### src/rtl/ray_pixel_generator.sv
// Raster-scan primary-ray generator with latency-matched result FIFO toward the framebuffer.
// Optional stall counter output enabled by defining RAYGEN_STALL_CNT_EN.
module ray_pixel_generator #(
    parameter int H_RES      = 640,
    parameter int V_RES      = 480,
    parameter int COORD_W    = 10,
    parameter int FOCAL      = 320,
    parameter int CORE_LAT   = 3,
    parameter int FIFO_DEPTH = 8,
    parameter int ADDR_W     = 19
) (
    input  logic                      clk,
    input  logic                      rst,
    input  logic                      start,
    output logic                      busy,
    output logic                      done,
    output logic signed [COORD_W-1:0] pixel_x,
    output logic signed [COORD_W-1:0] pixel_y,
    output logic signed [COORD_W-1:0] pixel_z,
    output logic                      pixel_valid,
    input  logic                      core_less_than_zero,
    output logic                      fb_valid,
    input  logic                      fb_ready,
    output logic [ADDR_W-1:0]         fb_addr,
    output logic                      fb_hit
`ifdef RAYGEN_STALL_CNT_EN
    ,
    output logic [31:0]               stall_cycles
`endif
);

    localparam logic [1:0] S_IDLE  = 2'd0;
    localparam logic [1:0] S_SCAN  = 2'd1;
    localparam logic [1:0] S_DRAIN = 2'd2;

    localparam int COL_W = (H_RES > 1) ? $clog2(H_RES) : 1;
    localparam int ROW_W = (V_RES > 1) ? $clog2(V_RES) : 1;
    localparam int PTR_W = (FIFO_DEPTH > 1) ? $clog2(FIFO_DEPTH) : 1;
    localparam int CNT_W = $clog2(FIFO_DEPTH + 1);
    localparam int INF_W = $clog2(CORE_LAT + 2);

    logic [1:0]        state;
    logic [COL_W-1:0]  col;
    logic [ROW_W-1:0]  row;
    logic [ADDR_W-1:0] addr;
    logic [ADDR_W-1:0] pix_addr;
    logic [CORE_LAT-1:0] sr_vld;
    logic [ADDR_W-1:0] sr_addr [CORE_LAT];
    logic [ADDR_W:0]   fifo_mem [FIFO_DEPTH];
    logic [PTR_W-1:0]  wr_ptr;
    logic [PTR_W-1:0]  rd_ptr;
    logic [CNT_W-1:0]  fifo_count;
    logic [INF_W-1:0]  inflight;
    logic              issue;
    logic              last_pix;
    logic              push;
    logic              pop;
    logic              fifo_empty;

    function automatic logic [PTR_W-1:0] ptr_inc(input logic [PTR_W-1:0] p);
        return (p == PTR_W'(FIFO_DEPTH - 1)) ? '0 : p + 1'b1;
    endfunction

    // The ray sitting on pixel_* has been issued but is not yet in the shift register.
    always_comb begin
        inflight = INF_W'(pixel_valid);
        for (int i = 0; i < CORE_LAT; i++) begin
            inflight = inflight + INF_W'(sr_vld[i]);
        end
    end

    assign last_pix   = (col == COL_W'(H_RES - 1)) && (row == ROW_W'(V_RES - 1));
    assign issue      = (state == S_SCAN) && ((int'(fifo_count) + int'(inflight)) < FIFO_DEPTH);
    assign fifo_empty = (fifo_count == '0);
    assign push       = sr_vld[CORE_LAT-1];
    assign pop        = fb_valid && fb_ready;
    assign fb_valid   = !fifo_empty;
    assign {fb_addr, fb_hit} = fifo_empty ? '0 : fifo_mem[rd_ptr];
    assign busy       = (state != S_IDLE);
    assign done       = (state == S_DRAIN) && (inflight == '0) && fifo_empty;

    always_ff @(posedge clk) begin
        if (rst) begin
            state <= S_IDLE;
            col   <= '0;
            row   <= '0;
            addr  <= '0;
        end else begin
            case (state)
                S_IDLE: begin
                    if (start) begin
                        state <= S_SCAN;
                        col   <= '0;
                        row   <= '0;
                        addr  <= '0;
                    end
                end
                S_SCAN: begin
                    if (issue) begin
                        addr <= addr + 1'b1;
                        if (col == COL_W'(H_RES - 1)) begin
                            col <= '0;
                            row <= row + 1'b1;
                        end else begin
                            col <= col + 1'b1;
                        end
                        if (last_pix) state <= S_DRAIN;
                    end
                end
                S_DRAIN: begin
                    if (done) state <= S_IDLE;
                end
                default: state <= S_IDLE;
            endcase
        end
    end

    // Issue stage: ray components and their address register together.
    always_ff @(posedge clk) begin
        if (rst) begin
            pixel_valid <= 1'b0;
            pixel_x     <= '0;
            pixel_y     <= '0;
            pixel_z     <= '0;
            pix_addr    <= '0;
        end else begin
            pixel_valid <= issue;
            if (issue) begin
                pixel_x  <= COORD_W'(col) - COORD_W'(H_RES / 2);
                pixel_y  <= COORD_W'(V_RES / 2 - 1) - COORD_W'(row);
                pixel_z  <= COORD_W'(FOCAL);
                pix_addr <= addr;
            end
        end
    end

    // Alignment stages: tail lines up with the core result for the same ray.
    always_ff @(posedge clk) begin
        if (rst) begin
            sr_vld <= '0;
        end else begin
            sr_vld[0] <= pixel_valid;
            for (int i = 1; i < CORE_LAT; i++) sr_vld[i] <= sr_vld[i-1];
        end
    end

    always_ff @(posedge clk) begin
        sr_addr[0] <= pix_addr;
        for (int i = 1; i < CORE_LAT; i++) sr_addr[i] <= sr_addr[i-1];
    end

    // Result FIFO: push from the alignment tail, pop on the framebuffer handshake.
    always_ff @(posedge clk) begin
        if (rst) begin
            wr_ptr     <= '0;
            rd_ptr     <= '0;
            fifo_count <= '0;
        end else begin
            assert (!(push && !pop && fifo_count == CNT_W'(FIFO_DEPTH)));
            if (push) wr_ptr <= ptr_inc(wr_ptr);
            if (pop)  rd_ptr <= ptr_inc(rd_ptr);
            case ({push, pop})
                2'b10:   fifo_count <= fifo_count + 1'b1;
                2'b01:   fifo_count <= fifo_count - 1'b1;
                default: fifo_count <= fifo_count;
            endcase
        end
    end

    always_ff @(posedge clk) begin
        if (push) fifo_mem[wr_ptr] <= {sr_addr[CORE_LAT-1], ~core_less_than_zero};
    end

`ifdef RAYGEN_STALL_CNT_EN
    always_ff @(posedge clk) begin
        if (rst) begin
            stall_cycles <= '0;
        end else if (state == S_IDLE && start) begin
            stall_cycles <= '0;
        end else if (state == S_SCAN && !issue && stall_cycles != '1) begin
            stall_cycles <= stall_cycles + 1'b1;
        end
    end
`endif

endmodule

### config.mk
export PLATFORM = sky130hd
export DESIGN_NAME = ray_pixel_generator
export DESIGN_NICKNAME = d
export VERILOG_FILES = /design/src/rtl/ray_pixel_generator.sv
export SDC_FILE = /design/constraint.sdc
export NUM_CORES = 1
export LEC_CHECK = 0
export BUFFER_PORTS_ARGS = -buffer_cell sky130_fd_sc_hd__buf_4
export CORE_ASPECT_RATIO = 0.75
export CORE_MARGIN = 2
export CORE_UTILIZATION = 40
export CTS_CLUSTER_SIZE = 10
export DETAILED_ROUTE_END_ITERATION = 7
export PLACE_DENSITY = 0.6
export SLEW_MARGIN = 20
export SYNTH_ARGS = -nofsm -noshare
export SYNTH_HDL_FRONTEND = slang
export SYNTH_SLANG_ARGS = --single-unit
### constraint.sdc
create_clock -name clk -period 3.3 [get_ports clk]
set_input_delay 0.99 -clock clk [delete_from_list [all_inputs] [get_ports clk]]
set_output_delay 0.99 -clock clk [all_outputs]
set_load 0.02 [all_outputs]
==> key figures, run 1 <==
Floorplan
  • Initial Util: 40.5%
  • Core footprint: 28900 um2
  • Placement Rows: 54
  • Top Ports: 59
  • Die Height: 152 um
  • Die extent in x: 202 um
  • Die ar.: 30700 um2

Timing
  • Final setup margin: -0.275 ns
  • Slew headroom: 65.7%
  • Final worst-path cycle share: 108%
  • Achievable clock frequency: 280 MHz
  • Slew Limit Fails: 0
  • Final Hold Viols: 0
  • Clock skew: 0.0148 ns
  • Setup TNS: -0.275 ns
  • Worst Tran Pin Value: 0.514 ns
  • Period minus WS final: 3.57 ns
  • RSZ-0062 raised after global routing: yes
  • Final setup viols: 1

Yosys
  • Synth Register Bits: 314
  • Mapped cell area: 11700 um2
  • Post-Syn Instances: 855
  • Area leader, netlist: edfxtp_1
  • Dominant cells by area after synthesis: edfxtp_1, dfxtp_1, mux4_2, nand2_1, a21oi_1
  • Synth Flop Type: edfxtp_1
  • Share of flip-flops with an asynchronous set or reset after synthesis: 0%
  • Yosys warns: 0
  • Register area share after synthesis: 67.4%
  • Distinct cells, synth: 59
  • Synth top area share: 41.0%
  • Mapped Avg Cell Area: 13.7 um2
  • Post-synth EDFFs: 160

GRT
  • First-pass GRT wire length: 39300 um
  • Tot GR Track Use: 16.4%
  • Vias in the first global route: 6841
  • Pin count of the biggest net entering global routing: 41
  • Initial antenna violation count: 0
  • GRT overflow: 0

Detailed routing
  • Drt pass-1 iters: 5
  • Via count of the routed design: 6898
  • Final WL: 25000 um
  • Antenna-violating nets left: 0
  • Vias/cell: 5.14
  • Residual DRC: 0
  • WL/cell: 18.6 um
  • 1st-iter DRT viols: 470

Final layout
  • Antenna Cells: 0
  • Share of layout cells above drive strength 1: 19.5%
  • Nets: 950
  • Finished Cell Area: 13800 um2
  • Post-route insts no fill: 1341
  • Area grow syn2layout: 17.6%

Place
  • Hpwl dp: 14600 um
  • Placed cell areas: 12600 um2
  • IO buf count: 50
  • Cells after DPL: 1276
  • Final Wtd Congestion: 0.846
  • Setup WS pre-CTS: 0.136 ns

Worst setup path
  • CP Cell Sequence: fa_1 -> ha_2 -> ha_4 -> or4_4 -> nor3b_2 -> buf_4
  • Startpoint Class: flip-flop
  • R2R Setup Slk: 0.19 ns
  • WP data arrival: 2.58 ns
  • Buffer and inverter count on the worst path: 1
  • CP max stage cell: fa_1
  • Crit Path Max Fanout: 3
  • Crit path kind: reg2out
  • Largest stage delay on the critical path: 0.53 ns
  • Crit path max-delay family: adder cells
  • Crit path required time: 2.31 ns
  • Worst setup EP type: output pin

Hold path
  • Hold Path Class: reg2reg

Run
  • Max-Cap Viols: 0

Clocking
  • Worst skew pair latency: 0.52 ns
  • CTS tree: built
  • Root Driver: clkbuf_16
  • Cts bufs inserted: 37
  • Clk sinks: 314
  • Hold_buf cts: 0
  • Clock slew seen by the registers of the worst setup and hold paths: 0.05 ns
  • Maximum clock insertion buffer count: 3
  • Maximum level of the CTS H-tree: 2

Status
  • Outcome: complete, but fails checks
  • Failing checks: setup timing

Power and ir drop
  • P_leak: 4.76 nW
  • Peak supply drop: 0.000462 V
  • Pwr dens: 614 nW/um2
  • Total Power: 8.45 mW
-- layout make-up --
class | count | area [um2]
repair buffers | 78 | 648
clock inverters | 1 | 16.3
well taps | 392 | 490
clock buffers | 63 | 1060
multi-input cells | 478 | 3600
inverters | 15 | 56.3
flip-flops and latches | 314 | 7890
fillers | 2592 | 15200
-- logic make-up (layout without fill, tap and decap cells) --
kind of cell	count (synthesis)	after routing	synth area share [%]
flops	314	314	67.4
simple gates	241	241	9.76
compound gates	137	137	7.50
buf+inv	70	157	2.68
mux	64	64	9.77
fa+ha+maj	21	21	2.37
xor+xnor	7	7	0.524
other cells	1	8	0.0320
-- report_power, final --
part	internal (mW)	leakage (nW)	switching (mW)	total, mW
Clock	2.18	0.517	1.47	3.66
Combinational	0.233	1.52	0.386	0.619
Sequential	4.12	2.73	0.0530	4.17
-- path summary, 6_finish.rpt --
kind                                from                endpoint  cells past startpoint
hold reg to reg   sr_addr[0][17]$_DFF_P_  sr_addr[0][36]$_DFF_P_                      0
setup / recovery  pixel_valid$_SDFF_PP0_                    done                      6
setup reg to reg  pixel_valid$_SDFF_PP0_     row[2]$_SDFFE_PP0P_                      9
hold / removal    sr_addr[0][17]$_DFF_P_  sr_addr[0][36]$_DFF_P_                      0
-- flip-flops by register name (all words and copies together), names as in the netlist, named ones only --
signal       cells
fifo_mem       160
sr_addr         57
addr            19
pix_addr        19
col             10
pixel_x         10
pixel_y         10
row              9
fifo_count       4
rd_ptr           3
sr_vld           3
wr_ptr           3
state            2
pixel_valid      1
pixel_z          1
-- synth_stat cells (6+ instances only) --
cell and number:
nor2b_1 8, edfxtp_1 160, mux2i_1 22, buf_4 9, and3_1 9, nor3_1 10
o21ai_0 14, nor4_1 6, dfxtp_1 154, nand2_1 84, inv_1 14, clkbuf_1 34
a31oi_1 6, a211oi_1 15, ha_1 19, a21oi_1 62, mux4_2 40, nor2_1 65
nand3_1 14, nand4_1 12, or4_1 6, buf_2 8
-- metrics by stage --
| step | util (%) | hold WS (ns) |
|---|---|---|
| finish | 47.6 | 0.313 |
| global route | 47.6 | 0.326 |
| CTS | 47.5 | 0.320 |
| detailed placement | 43.7 | 0.312 |
| global placement | 43.7 | 0.310 |
| floorplan | - | 0.310 |
-- layout by cell type (no fill, tap or decap), types with 5 or more instances in the layout --
| master | instances |
|---|---|
| inv_1 | 14 |
| nor2_1 | 59 |
| buf_4 | 74 |
| nand2_1 | 84 |
| a311oi_1 | 5 |
| and3_1 | 9 |
| mux2i_1 | 22 |
| nor2b_1 | 8 |
| nand4_1 | 12 |
| dfxtp_1 | 151 |
| or4_1 | 5 |
| clkbuf_1 | 23 |
| nand2b_1 | 5 |
| a31oi_1 | 6 |
| mux4_2 | 40 |
| ha_1 | 17 |
| o21ai_0 | 14 |
| a21oi_1 | 62 |
| edfxtp_1 | 160 |
| clkbuf_16 | 39 |
| nand3_1 | 14 |
| nor4_1 | 5 |
| nor3_1 | 8 |
| conb_1 | 8 |
| a211oi_1 | 15 |
| nor2_2 | 6 |
-- layer usage --
| layer | vias to the layer above | wire [um] | track usage, % |
|---|---|---|---|
| met5 | - | 0 | 0 |
| met4 | 0 | 274 | 3.71 |
| met3 | 21 | 1300 | 3.42 |
| met2 | 156 | 11100 | 24.9 |
| met1 | 3397 | 12300 | 24.1 |
| li1 | 3324 | - | - |
-- what timing repair did --
action / CTS / global route
resized for setup: 4 / 1
setup endpoints to repair: 1 / 3
setup buffers: 0 / 0
cloned: 0 / 1
(Power assumes the default switching activity.)
==> inputs of run 2 (changes only) <==
CORE_UTILIZATION = 30   (was 40)
GPL_TIMING_DRIVEN = 0   (was not set)
PLACE_DENSITY = 0.49   (was 0.6)
==> run 2 against run 1 <==
  * Maximum frequency shrank 1.9%
  * Sequential power barely moved
  * Core utilization fell by 10 points
  * Sequential share of layout area shrank 2.0 points
  * First-iteration DRC count increased by 36%
  * The flow still finishes with violations (setup timing)
  * Setup slack lost 0.070 ns
  * Power is 0.49% higher
  * Critical path type unchanged
  * Largest cell class unchanged
==> key figures, run 2 (synthesized netlist as in run 1, its figures left out) <==
Floorplan
  • Top Ports: 59
  • Die ar.: 40600 um2
  • Placement Rows: 62
  • Die Height: 175 um
  • Initial Util: 30.5%
  • Core footprint: 38400 um2
  • Die extent in x: 232 um

Worst setup path
  • Worst setup EP type: output pin
  • Worst Setup SP: sr_vld[2]$_SDFF_PP0_
  • Crit path required time: 2.31 ns
  • Crit path kind: reg2out
  • R2R Setup Slk: 0.14 ns
  • Crit Reg-Reg Startpoint: sr_vld[2]$_SDFF_PP0_
  • WP data arrival: 2.66 ns
  • Startpoint Class: flip-flop
  • Crit Path Max Fanout: 2

Detailed routing
  • Vias/cell: 4.82
  • Final WL: 28000 um
  • Antenna-violating nets left: 0
  • Drt pass-1 iters: 5
  • WL/cell: 18.6 um
  • Via count of the routed design: 7251
  • 1st-iter DRT viols: 637
  • Residual DRC: 0

Power and ir drop
  • Internal: 6.49 mW
  • Total Power: 8.49 mW
  • P_leak: 4.93 nW
  • Combinational fraction of design power: 8.1%
  • Net Switching: 1.99 mW
  • Sw Ratio: 23.5%
  • Flop pwr share: 49.1%
  • Pwr dens: 595 nW/um2
  • Peak supply drop: 0.000290 V
  • Clock group share of total power: 42.9%

Place
  • Hpwl dp: 18400 um
  • IO buf count: 50
  • Cells after DPL: 1436
  • Final Wtd Congestion: 0.811

Status
  • Outcome: complete, but fails checks
  • Failing checks: setup timing

GRT
  • GRT overflow: 0
  • GR peak layer: met1
  • Pin count of the biggest net entering global routing: 17
  • First-pass GRT wire length: 42500 um
  • Tot GR Track Use: 13.8%
  • Global Route met2 Usage: 19.6%
  • Met3 GRT Util: 2.90%
  • Initial antenna violation count: 0
  • Met1 Use GR: 21.2%
  • Vias in the first global route: 7000

Timing
  • Final Hold Viols: 0
  • Final worst-path cycle share: 110%
  • Slew headroom: 17.0%
  • Achievable clock frequency: 274 MHz
  • Slew Limit Fails: 0
  • Min Hold Slack: 0.322 ns
  • Worst Tran Pin Value: 1.24 ns
  • RSZ-0062 raised after global routing: yes
  • Final setup margin: -0.345 ns
  • Clock skew: 0.0171 ns
  • Final setup viols: 1
  • Period minus WS final: 3.65 ns

Final layout
  • Largest Register: fifo_mem
  • Final core area utilization: 37.2%
  • Commonest non-fill, non-tap cells in the layout: edfxtp_1, dfxtp_1, nand2_1
  • Fill count: 3698
  • Antenna Cells: 0
  • Max FFs per register: 160
  • Share of layout cells above drive strength 1: 21.0%
  • Nets: 995
  • Area grow syn2layout: 22.0%
  • Largest regs: fifo_mem (160), sr_addr (57)
  • Post-route insts no fill: 1505
  • Commonest non-fill, non-tap cell in the layout: edfxtp_1

Clocking
  • Maximum clock insertion buffer count: 3
  • Clock slew seen by the registers of the worst setup and hold paths: 0.06 ns
  • Worst skew pair latency: 0.52 ns
  • Clk sinks: 314
  • Root Driver: clkbuf_16
  • CTS tree: built
  • Maximum level of the CTS H-tree: 2
  • Cts bufs inserted: 37

Hold path
  • Hold wc startpoint: sr_addr[0][9]$_DFF_P_
  • Hold Path Class: reg2reg

Run
  • Max-Cap Viols: 0
-- run 2: timing repair --
item	in CTS	in global routing
endpoints found under the setup margin	50	41
cloned	0	0
resized for setup	25	20
pin swaps	4	1
buffers inserted	7	0
hold buffers	0	0
-- run 2: routing by layer --
| metal | routed length, um | vias up |
|---|---|---|
| li1 | - | 3418 |
| met1 | 14100 | 3608 |
| met2 | 11900 | 181 |
| met3 | 1430 | 44 |
| met4 | 508 | 0 |
| met5 | 0 | - |
-- run 2: path summary, 6_finish.rpt --
kind                            depth (start not counted)                      to
worst min-delay path                                    0  sr_addr[0][28]$_DFF_P_
worst max register to register                         10     row[1]$_SDFFE_PP0P_
worst max-delay path                                    6                    done
worst min register to register                          0  sr_addr[0][28]$_DFF_P_
-- run 2: critical path: stages, from the launching register on --
cell	delay (ns)
dfxtp_4	0.35
fa_1	0.54
ha_2	0.19
ha_4	0.20
or4_4	0.50
nor3b_4	0.21
buf_6	0.15
-- run 2: power by group through the flow --
stage | Clock, mW | Combinational (mW) | Sequential (mW)
floorplan | 0 | 0.369 | 4.27
global placement | 0 | 0.647 | 4.25
detailed placement | 0 | 0.651 | 4.25
CTS | 3.76 | 0.674 | 4.16
global route | 3.90 | 0.741 | 4.17
finish | 3.64 | 0.686 | 4.17
-- run 2: through the flow --
stage / TNS (ns) / area (um2) / worst slack [ns]
floorplan: 0 / 11700 / 0.103
global placement: -32.73 / 12800 / -0.889
detailed placement: -1.04 / 13000 / -0.122
CTS: -0.401 / 14200 / -0.401
global route: -0.430 / 14300 / -0.430
finish: -0.345 / 14300 / -0.345
-- run 2: cell type report --
type                            count  area, um2  area share, %
Sequential cell                   314       7900           55.3
Timing Repair Buffer               69        679           4.76
Multi-Input combinational cell    478       3640           25.5
Clock buffer                       61       1040           7.26
Clock inverter                      2       21.3          0.149
Buffer                             54        305           2.14
Tap cell                          512        641           4.49
Inverter                           15       56.3          0.394
==> inputs of run 3 (changes only) <==
clock period = 3.4 ns   (was 3.3 ns; I/O delays follow)
==> run 3 against run 2 <==
  * The run still ends with setup timing left
  * Wire length is 0.25% lower
  * Core utilization shrank 0.14 points
  * Highest routed layer unchanged
  * Final area is 0.37% lower
  * Clock skew fell by 0.00073 ns
  * Critical path depth unchanged
  * Count of clock-buffer cells in the layout stayed put
  * Global-route usage hardly changed
  * Critical endpoint unchanged
  * Combinational power fell by 4.4%
  * Die area stayed put
==> key figures, run 3 (synthesized netlist as in run 1, its figures left out) <==
Floorplan
  • Top Ports: 59
  • Core footprint: 38400 um2
  • Die Height: 175 um
  • Die extent in x: 232 um
  • Initial Util: 30.5%
  • Die ar.: 40600 um2
  • Placement Rows: 62

Worst setup path
  • Crit Path Max Fanout: 2
  • Worst setup EP type: output pin
  • Startpoint Class: flip-flop
  • WP data arrival: 2.66 ns
  • Crit path required time: 2.38 ns
  • Crit path kind: reg2out

Final layout
  • Largest Register: fifo_mem
  • Antenna Cells: 0
  • Commonest non-fill, non-tap cell in the layout: edfxtp_1
  • Largest regs: fifo_mem (160), sr_addr (57)
  • Max FFs per register: 160
  • Final core area utilization: 37.1%
  • Finished Cell Area: 14200 um2
  • Area grow syn2layout: 21.5%
  • Nets: 993
  • Share of layout cells above drive strength 1: 20.4%
  • Commonest non-fill, non-tap cells in the layout: edfxtp_1, dfxtp_1, nand2_1

GRT
  • Tot GR Track Use: 13.8%
  • Vias in the first global route: 6989
  • Pin count of the biggest net entering global routing: 17
  • Initial antenna violation count: 0
  • First-pass GRT wire length: 42500 um
  • GRT overflow: 0

Timing
  • Worst Tran Pin Value: 1.16 ns
  • Min Hold Slack: 0.324 ns
  • Clock skew: 0.0164 ns
  • RSZ-0062 raised after global routing: yes
  • Slew Limit Fails: 0
  • Final setup margin: -0.279 ns
  • Slew headroom: 22.4%
  • Final setup viols: 1
  • Final Hold Viols: 0
  • Period minus WS final: 3.68 ns
  • Setup TNS: -0.279 ns
  • Final worst-path cycle share: 108%
  • Achievable clock frequency: 272 MHz

Place
  • IO buf count: 50
  • Final Wtd Congestion: 0.811
  • Placed cell areas: 13000 um2
  • Hpwl dp: 18400 um

Detailed routing
  • Vias/cell: 4.83
  • Antenna-violating nets left: 0
  • WL/cell: 18.6 um
  • Drt pass-1 iters: 5
  • Residual DRC: 0
  • Via count of the routed design: 7255
  • Final WL: 27900 um
  • 1st-iter DRT viols: 640

Power and ir drop
  • Peak supply drop: 0.000279 V
  • Total Power: 8.23 mW
  • P_leak: 4.89 nW
  • Pwr dens: 578 nW/um2

Clocking
  • Clock slew seen by the registers of the worst setup and hold paths: 0.06 ns
  • Maximum level of the CTS H-tree: 2
  • Clk sinks: 314
  • CTS tree: built
  • Root Driver: clkbuf_16
  • Maximum clock insertion buffer count: 3
  • Worst skew pair latency: 0.52 ns
  • Cts bufs inserted: 37

Run
  • Max-Cap Viols: 0

Status
  • Outcome: complete, but fails checks
  • Failing checks: setup timing

Hold path
  • Hold Path Class: reg2reg
run 3: cell types whose count changed in the layout (fill, tap and decap cells not counted), sizes merged:
cell           previous run  this run
clkbuf                   96        94
clkdlybuf4s15             1         0
buf                      87        88
run 3: cell type report:
type | instances | area [um2]
Buffer | 54 | 292
Tap cell | 512 | 641
Fill cell | 3702 | 24200
Sequential cell | 314 | 7900
Timing Repair Buffer | 67 | 652
Clock buffer | 61 | 1040
Inverter | 15 | 56.3
Multi-Input combinational cell | 478 | 3630
Clock inverter | 2 | 21.3
run 3: worst paths after layout:
path / slack [ns] / startpoint / to / depth (start not counted)
setup reg to reg: 0.13 / sr_vld[2]$_SDFF_PP0_ / addr[13]$_SDFFE_PP0P_ / 8
setup / recovery: -0.28 / sr_vld[2]$_SDFF_PP0_ / done / 6
hold reg to reg: 0.32 / sr_addr[0][9]$_DFF_P_ / sr_addr[0][28]$_DFF_P_ / 0
hold / removal: 0.32 / sr_addr[0][9]$_DFF_P_ / sr_addr[0][28]$_DFF_P_ / 0
run 3: timing repair:
item / in CTS / in global routing
hold buffers: 0 / 0
endpoints found under the setup margin: 25 / 32
buffers inserted: 5 / 0
gates resized for setup: 22 / 13
pin swaps: 4 / 1
run 3: where the power goes:
part           leakage (nW)  switching, mW  internal [mW]
Clock                 0.506           1.46           2.07
Combinational          1.66          0.431          0.224
Sequential             2.73         0.0443           4.00
Total                  4.89           1.93           6.30
run 3: worst max-delay path, stage by stage (launching register included):
cell	delay, ns
dfxtp_4	0.35
fa_1	0.54
ha_2	0.20
ha_4	0.21
or4_4	0.50
nor3b_4	0.21
buf_6	0.14
run 3: stage by stage:
step,worst slack [ns],cells
floorplan,0.173,862
finish,-0.279,1503
detailed placement,-0.0221,1436
global placement,-0.789,1424
CTS,-0.332,1503
global route,-0.360,1503
run 3: per-layer routing:
layer	track usage (%)	up-vias	share of wire [%]
met3	2.92	43	5.6
met1	21.2	3598	50
met2	19.6	204	43
li1	-	3410	-
met5	0	-	0
met4	3.69	0	1.8
